**src/rtl/paralelo_serial_if.sv**
```systemverilog
// Byte-side handshake and serial line of the PHY transmit serializer.
// Upstream drives the byte; the serializer drives ready and the bit stream.
interface paralelo_serial_if;
  logic [7:0] data_in;
  logic       valid_in;
  logic       ready_out;
  logic       data_out;

  modport master (
    output data_in,
    output valid_in,
    input  ready_out,
    input  data_out
  );

  modport slave (
    input  data_in,
    input  valid_in,
    output ready_out,
    output data_out
  );
endinterface

```
**src/rtl/paralelo_serial.sv**
```systemverilog
// Byte-to-bit serializer, MSB first, with comma sync preamble
// after reset and comma idle fill when upstream has no byte.
module paralelo_serial #(
  parameter int         SYNC_BC = 4,
  parameter logic [7:0] COMMA   = 8'hBC
) (
  input  logic              clk_32f,
  input  logic              reset_L,
  paralelo_serial_if.slave  bus
);

  typedef enum logic {
    SYNC,
    ACTIVE
  } state_t;

  localparam logic [7:0] SYNC_LAST = 8'(SYNC_BC - 2);

  state_t     state, state_nxt;
  logic [2:0] bit_cnt;
  logic [7:0] cur_byte, byte_nxt;
  logic [7:0] sync_cnt, sync_nxt;
  logic       data_q;
  logic       slot_end;

  assign slot_end      = (bit_cnt == 3'd7);
  assign bus.ready_out = (state == ACTIVE) && slot_end;
  assign bus.data_out  = data_q;

  always_ff @(posedge clk_32f) begin
    if (!reset_L) begin
      state    <= SYNC;
      bit_cnt  <= 3'd0;
      cur_byte <= COMMA;
      sync_cnt <= 8'd0;
      data_q   <= 1'b0;
    end else begin
      state    <= state_nxt;
      bit_cnt  <= bit_cnt + 3'd1;
      cur_byte <= byte_nxt;
      sync_cnt <= sync_nxt;
      data_q   <= cur_byte[3'd7 - bit_cnt];
    end
  end

  // Next byte is chosen only at the slot boundary.
  always_comb begin
    state_nxt = state;
    byte_nxt  = cur_byte;
    sync_nxt  = sync_cnt;
    if (slot_end) begin
      unique case (state)
        SYNC: begin
          byte_nxt = COMMA;
          sync_nxt = sync_cnt + 8'd1;
          if (sync_cnt == SYNC_LAST)
            state_nxt = ACTIVE;
        end
        ACTIVE: begin
          byte_nxt = bus.valid_in
                   ? bus.data_in
                   : COMMA;
        end
        default: begin
          state_nxt = SYNC;
        end
      endcase
    end
  end

endmodule

```
**src/flat_wrapper.sv**
```systemverilog
// flat-port wrapper written by rule: the top's interface ports become plain ports
module paralelo_serial_flat 
#(
  parameter int         SYNC_BC = 4,
  parameter logic [7:0] COMMA   = 8'hBC
)
  (clk_32f, reset_L, bus_data_in, bus_valid_in, bus_ready_out, bus_data_out);
  paralelo_serial_if bus_i ();
  input  logic clk_32f;
  input  logic reset_L;
  input wire logic [$bits(bus_i.data_in)-1:0] bus_data_in;
  input wire logic [$bits(bus_i.valid_in)-1:0] bus_valid_in;
  output wire logic [$bits(bus_i.ready_out)-1:0] bus_ready_out;
  output wire logic [$bits(bus_i.data_out)-1:0] bus_data_out;
  assign bus_i.data_in = bus_data_in;
  assign bus_i.valid_in = bus_valid_in;
  assign bus_ready_out = bus_i.ready_out;
  assign bus_data_out = bus_i.data_out;
  paralelo_serial #(.SYNC_BC(SYNC_BC), .COMMA(COMMA)) u_core (.clk_32f(clk_32f), .reset_L(reset_L), .bus(bus_i));
endmodule
```
**config.mk**
```make
export PLATFORM = sky130hd
export DESIGN_NAME = paralelo_serial_flat
export DESIGN_NICKNAME = d
export VERILOG_FILES = /design/src/rtl/paralelo_serial_if.sv /design/src/rtl/paralelo_serial.sv /design/src/flat_wrapper.sv
export SDC_FILE = /design/constraint.sdc
export NUM_CORES = 1
export LEC_CHECK = 0
export BUFFER_PORTS_ARGS = -buffer_cell sky130_fd_sc_hd__buf_2
export CORE_ASPECT_RATIO = 0.5
export CORE_UTILIZATION = 28
export DETAILED_ROUTE_END_ITERATION = 6
export SYNTH_ARGS = -nofsm -noshare
export SYNTH_HDL_FRONTEND = slang
export SYNTH_SLANG_ARGS = --single-unit
export TNS_END_PERCENT = 100
```
**constraint.sdc**
```tcl
create_clock -name clk_32f -period 1.9 [get_ports clk_32f]
set_input_delay 0.38 -clock clk_32f [delete_from_list [all_inputs] [get_ports clk_32f]]
set_output_delay 0.38 -clock clk_32f [all_outputs]
set_load 0.1 [all_outputs]
```
After elaboration in Yosys (flattened, before gate mapping)
Index checks and enable logic that the tools add are counted.
{"block": "op_classes", "addsub": 3, "n_lt_le_gt_ge": 1, "n_eq_ne": 2, "mux": 6, "bitwise_logic": 1, "reduce_logical": 2}
{"op": "one-hot mux 8 bit (2 select lines)", "n": 1}
{"op": "adder 8 x 1 -> 8 bit (second input constant)", "n": 1}
{"op": "== test 8 x 2 -> 1 bit (second input constant)", "n": 1}
{"op": "2-to-1 mux 8 bit", "n": 1}
{"op": "< comparator 3 x 4 -> 1 bit (second input constant)", "n": 1}
{"op": "adder 3 x 1 -> 3 bit (second input constant)", "n": 1}
{"op": "binary-select mux 1 bit (select 3 bit)", "n": 1}
{"op": "== test 3 bit (second input constant)", "n": 1}
{"op": "2-to-1 mux 1 bit", "n": 3}
{"op": "subtractor 3 bit (first input constant)", "n": 1}
{"op": "AND reduction 2 bit", "n": 1}
{"op": "logical AND 1 bit", "n": 1}
{"op": "NOT 1 bit", "n": 1}
{"block": "word_totals", "reg_bits": 21, "input_bits": 11, "out_inout_bits": 2, "word_cells": 20}

Logic depth before layout (Yosys ltp)
{"block": "logic_depth", "ltp_word": 3, "mapped_depth": 5, "ltp_nobuf": 5}

Least setup slack after synthesis
No wires, ideal clock.
{"block": "synth_path", "kind": "reg-to-output", "from": "register u_core.bit_cnt[1]", "to": "output port bus_ready_out", "arrival_ns": 1.900, "slack_ns": -0.380, "stages_incl_launch_ff": 5, "path_buffers": 1, "cell_sequence": "dfxtp_1 ha_1 ha_1 clkbuf_1 and2_1"}
{"block": "synth_via", "elab_chain_cells": 2}
{"element": "start, declared", "line_no": "paralelo_serial.sv:20", "source": "logic [2:0] bit_cnt;"}
{"element": "start signal, assigned", "line_no": "paralelo_serial.sv:39", "source": "bit_cnt <= bit_cnt + 3'd1;"}
{"element": "== test 3 bit", "line_no": "paralelo_serial.sv:26", "source": "assign slot_end = (bit_cnt == 3'd7);"}
{"element": "net u_core.slot_end", "line_no": "paralelo_serial.sv:24", "source": "logic slot_end;"}
{"element": "logical AND 1 bit", "line_no": "paralelo_serial.sv:27", "source": "assign bus.ready_out = (state == ACTIVE) && slot_end;"}
{"element": "end, declared", "line_no": "flat_wrapper.sv:13", "source": "output wire logic [$bits(bus_i.ready_out)-1:0] bus_ready_out;"}
The timed path passes the listed nets, and every way through them passes these cells.

Worst setup path in the final report
{"block": "layout_path", "from": "register u_core.bit_cnt[2]", "to": "output port bus_ready_out"}
The elaborated chain is that of the path after synthesis.

==> impl_metrics.env <==
export IMPL_outcome="finished, final reports clean"
export IMPL_cts_setup_buffers=0
export IMPL_drive_gt1_frac=0.2000
export IMPL_synth_cells=104
export IMPL_internal_power_mw=0.6238
export IMPL_cts_sinks=21
export IMPL_fin_ws_ps=168.7
export IMPL_io_pin_count=13
export IMPL_worstSetupPathType="reg2out"
export IMPL_final_net_count=136
export IMPL_skew_ps=2.735
export IMPL_syn_num_nets=119
export IMPL_yosys_area_share_xor_xnor=0
export IMPL_row_count=14
export IMPL_r2r_end="u_core.state"
export IMPL_ir_drop_mv=0.2209
export IMPL_cts_hold_buf=0
export IMPL_grt_max_degree=15
export IMPL_cp_arrival_ps=1350
export IMPL_synth_top_area_frac=0.4375
export IMPL_htreeDepth=1
export IMPL_synth_compound_area_frac=0.1276
export IMPL_drt_iter0_drc=16
export IMPL_start_util=0.3065
export IMPL_final_cell_mix="dfxtp_1, buf_2, nor2_1, a21oi_1"
export IMPL_final_cell_area_um2=1145
export IMPL_ys_warnings_count=0
export IMPL_wl_um=1878
export IMPL_ys_types=26
export IMPL_period_share=0.9112
export IMPL_critPathCaptureType="output port"
export IMPL_dp_slack_ps=402.3
export IMPL_synthMuxAreaShare=0.07031
export IMPL_power_switching_mw=0.1887
export IMPL_dp_hpwl_um=1341
export IMPL_synth_seq_cells=21
export IMPL_clk_latency_ps=260
export IMPL_core_area_um2=3136
export IMPL_synth_area_top_cells="dfxtp_1, ha_1, a21oi_1, nor2_1, nor3b_1"
export IMPL_antenna_found_initial=0
export IMPL_synth_simple_area_share=0.2773
export IMPL_cts_tree="done"
export IMPL_layout_commonest_cell="dfxtp_1"
export IMPL_slew_headroom=0.6813
export IMPL_diodes=0
export IMPL_tns_ps=0
export IMPL_path_clk_slew_ps=70
export IMPL_rrSetupSlack_ps=380
export IMPL_startpoint="u_core.bit_cnt[2]"
export IMPL_finalHoldViolations=0
export IMPL_synthAdderAreaFrac=0.05208
export IMPL_cp_max_fo=6
export IMPL_power_share_switching=0.2323
export IMPL_setup_violations_final=0
export IMPL_vias_per_cell=4.938
export IMPL_clockRootBuffer="clkbuf_8"
export IMPL_holdPathEnd="u_core.cur_byte[7]"
export IMPL_antenna_left=0
export IMPL_place_congestion=0.8170
export IMPL_maxCapViolCount=0
export IMPL_hp_start="bus_data_in[7]"
export IMPL_synth_edff_count=0
export IMPL_post_route_drc_count=0
export IMPL_postSynthAreaPerCell_um2=9.240
export IMPL_die_x_um=84.85
export IMPL_dieArea_um2=3684
export IMPL_r2r_cells=5
export IMPL_synth_top_area_cell="dfxtp_1"
export IMPL_numCtsBuffers=3
export IMPL_track_usage=0.1200
export IMPL_cts_resized=0
export IMPL_dr_pass1_iters=4
export IMPL_synth_area_um2=960.9
export IMPL_rsz0062_at_grt="false"
export IMPL_io_buffers=12
export IMPL_grt_first_pass_wirelength_um=3360
export IMPL_rr_startpoint="u_core.bit_cnt[2]"
export IMPL_power_frac_clock=0.357
export IMPL_p_leak_nw=0.4535
export IMPL_max_freq_mhz=577.6
export IMPL_synth_seq_area_share=0.4375
export IMPL_min_path_type="in2reg"
export IMPL_vias=790
export IMPL_hold_depth=3
export IMPL_critPathRequiredTime_ps=1520
export IMPL_p_comb_frac=0.085
export IMPL_synth_top_family_by_area="simple AND/OR/NAND/NOR gates"
export IMPL_maxSlewViolCount=0
export IMPL_area_growth_pct=19.14
export IMPL_start_kind="flip-flop"
export IMPL_power_density_nw_per_um2=709.8
export IMPL_wl_per_cell_um=11.74
export IMPL_min_period_ps=1731
export IMPL_die_h_um=43.43
export IMPL_tightest_slew_ps=481.4
export IMPL_p_seq_frac=0.558
export IMPL_grt_pass1_vias=739
export IMPL_synth_ff_type="dfxtp_1"
export IMPL_cts_buffer_depth=2
export IMPL_grt_ovfl_total=0
export IMPL_place_area_um2=1100
export IMPL_async_flop_share=0
registers in the layout (all words and copies together) (netlist names):
register             flops
u_core.bus.data_out      1
u_core.cur_byte          8
u_core.bit_cnt           3
u_core.sync_cnt          8
u_core.state             1
kinds of logic (layout without fill, tap and decap cells):
group	count (synthesis)	count (layout)
simple gates	44	44
compound gates	21	21
flops	21	21
buf+inv	9	25
mux	5	5
fa+ha+maj	4	4
worst max-delay path by stage:
stage                    endpoint  slack [ps]
floorplan           bus_ready_out          30
global placement     u_core.state         460
detailed placement   u_core.state         400
CTS                 bus_ready_out         170
global route        bus_ready_out          90
finish              bus_ready_out         170
metal layers:
metal  track usage  vias to the layer above  part of all wire
met5             0                        -                 0
met2        0.1951                       11              0.45
met3       0.04381                        3             0.042
met1        0.1464                      367              0.50
li1              -                      409                 -
met4       0.05424                        0             0.011
critical path, cell delays in order (launching register included):
cell and delay [ps]:
dfxtp_1 470, ha_1 280, and2_4 180, buf_12 160
synth_stat cells (all sizes together), types with 2 or more instances:
library cell  count
clkbuf            3
nand2             7
and2              3
nand4             5
nor2             10
nor3b             5
mux2i             3
a21oi             8
nand2b            4
or3               2
nand3             2
inv               6
ha                4
o21ai             7
or4               2
o31ai             3
dfxtp            21
power groups by stage:
stage / Combinational, mW / Sequential (mW) / Clock (mW)
2_1_floorplan: 0.0240 / 0.483 / 0
3_3_place_gp: 0.0696 / 0.463 / 0
3_5_place_dp: 0.0704 / 0.464 / 0
4_1_cts: 0.0703 / 0.453 / 0.303
5_1_grt: 0.0760 / 0.454 / 0.315
6_report: 0.0694 / 0.453 / 0.290
metrics by stage:
stage                     total power, mW  instances  utilization  hold slack (ps)
after global placement             0.5326        156       0.3508            464.7
final                              0.8126        160       0.3651            383.7
after detailed placement           0.5340        156       0.3508            466.9
after floorplan                    0.5071        104            -            441.1
after CTS                          0.8270        160       0.3651            382.1
after global routing               0.8452        160       0.3651            414.4
cell type report:
class	count	area, um2
inverter	6	22.52
sequential	21	420.4
fill	320	1991
tap	40	50.05
clock buffer	4	45.04
timing repair buffer	15	97.59
multi-input combinational	74	509.2
Note: power is estimated with default switching activity, not from simulation.
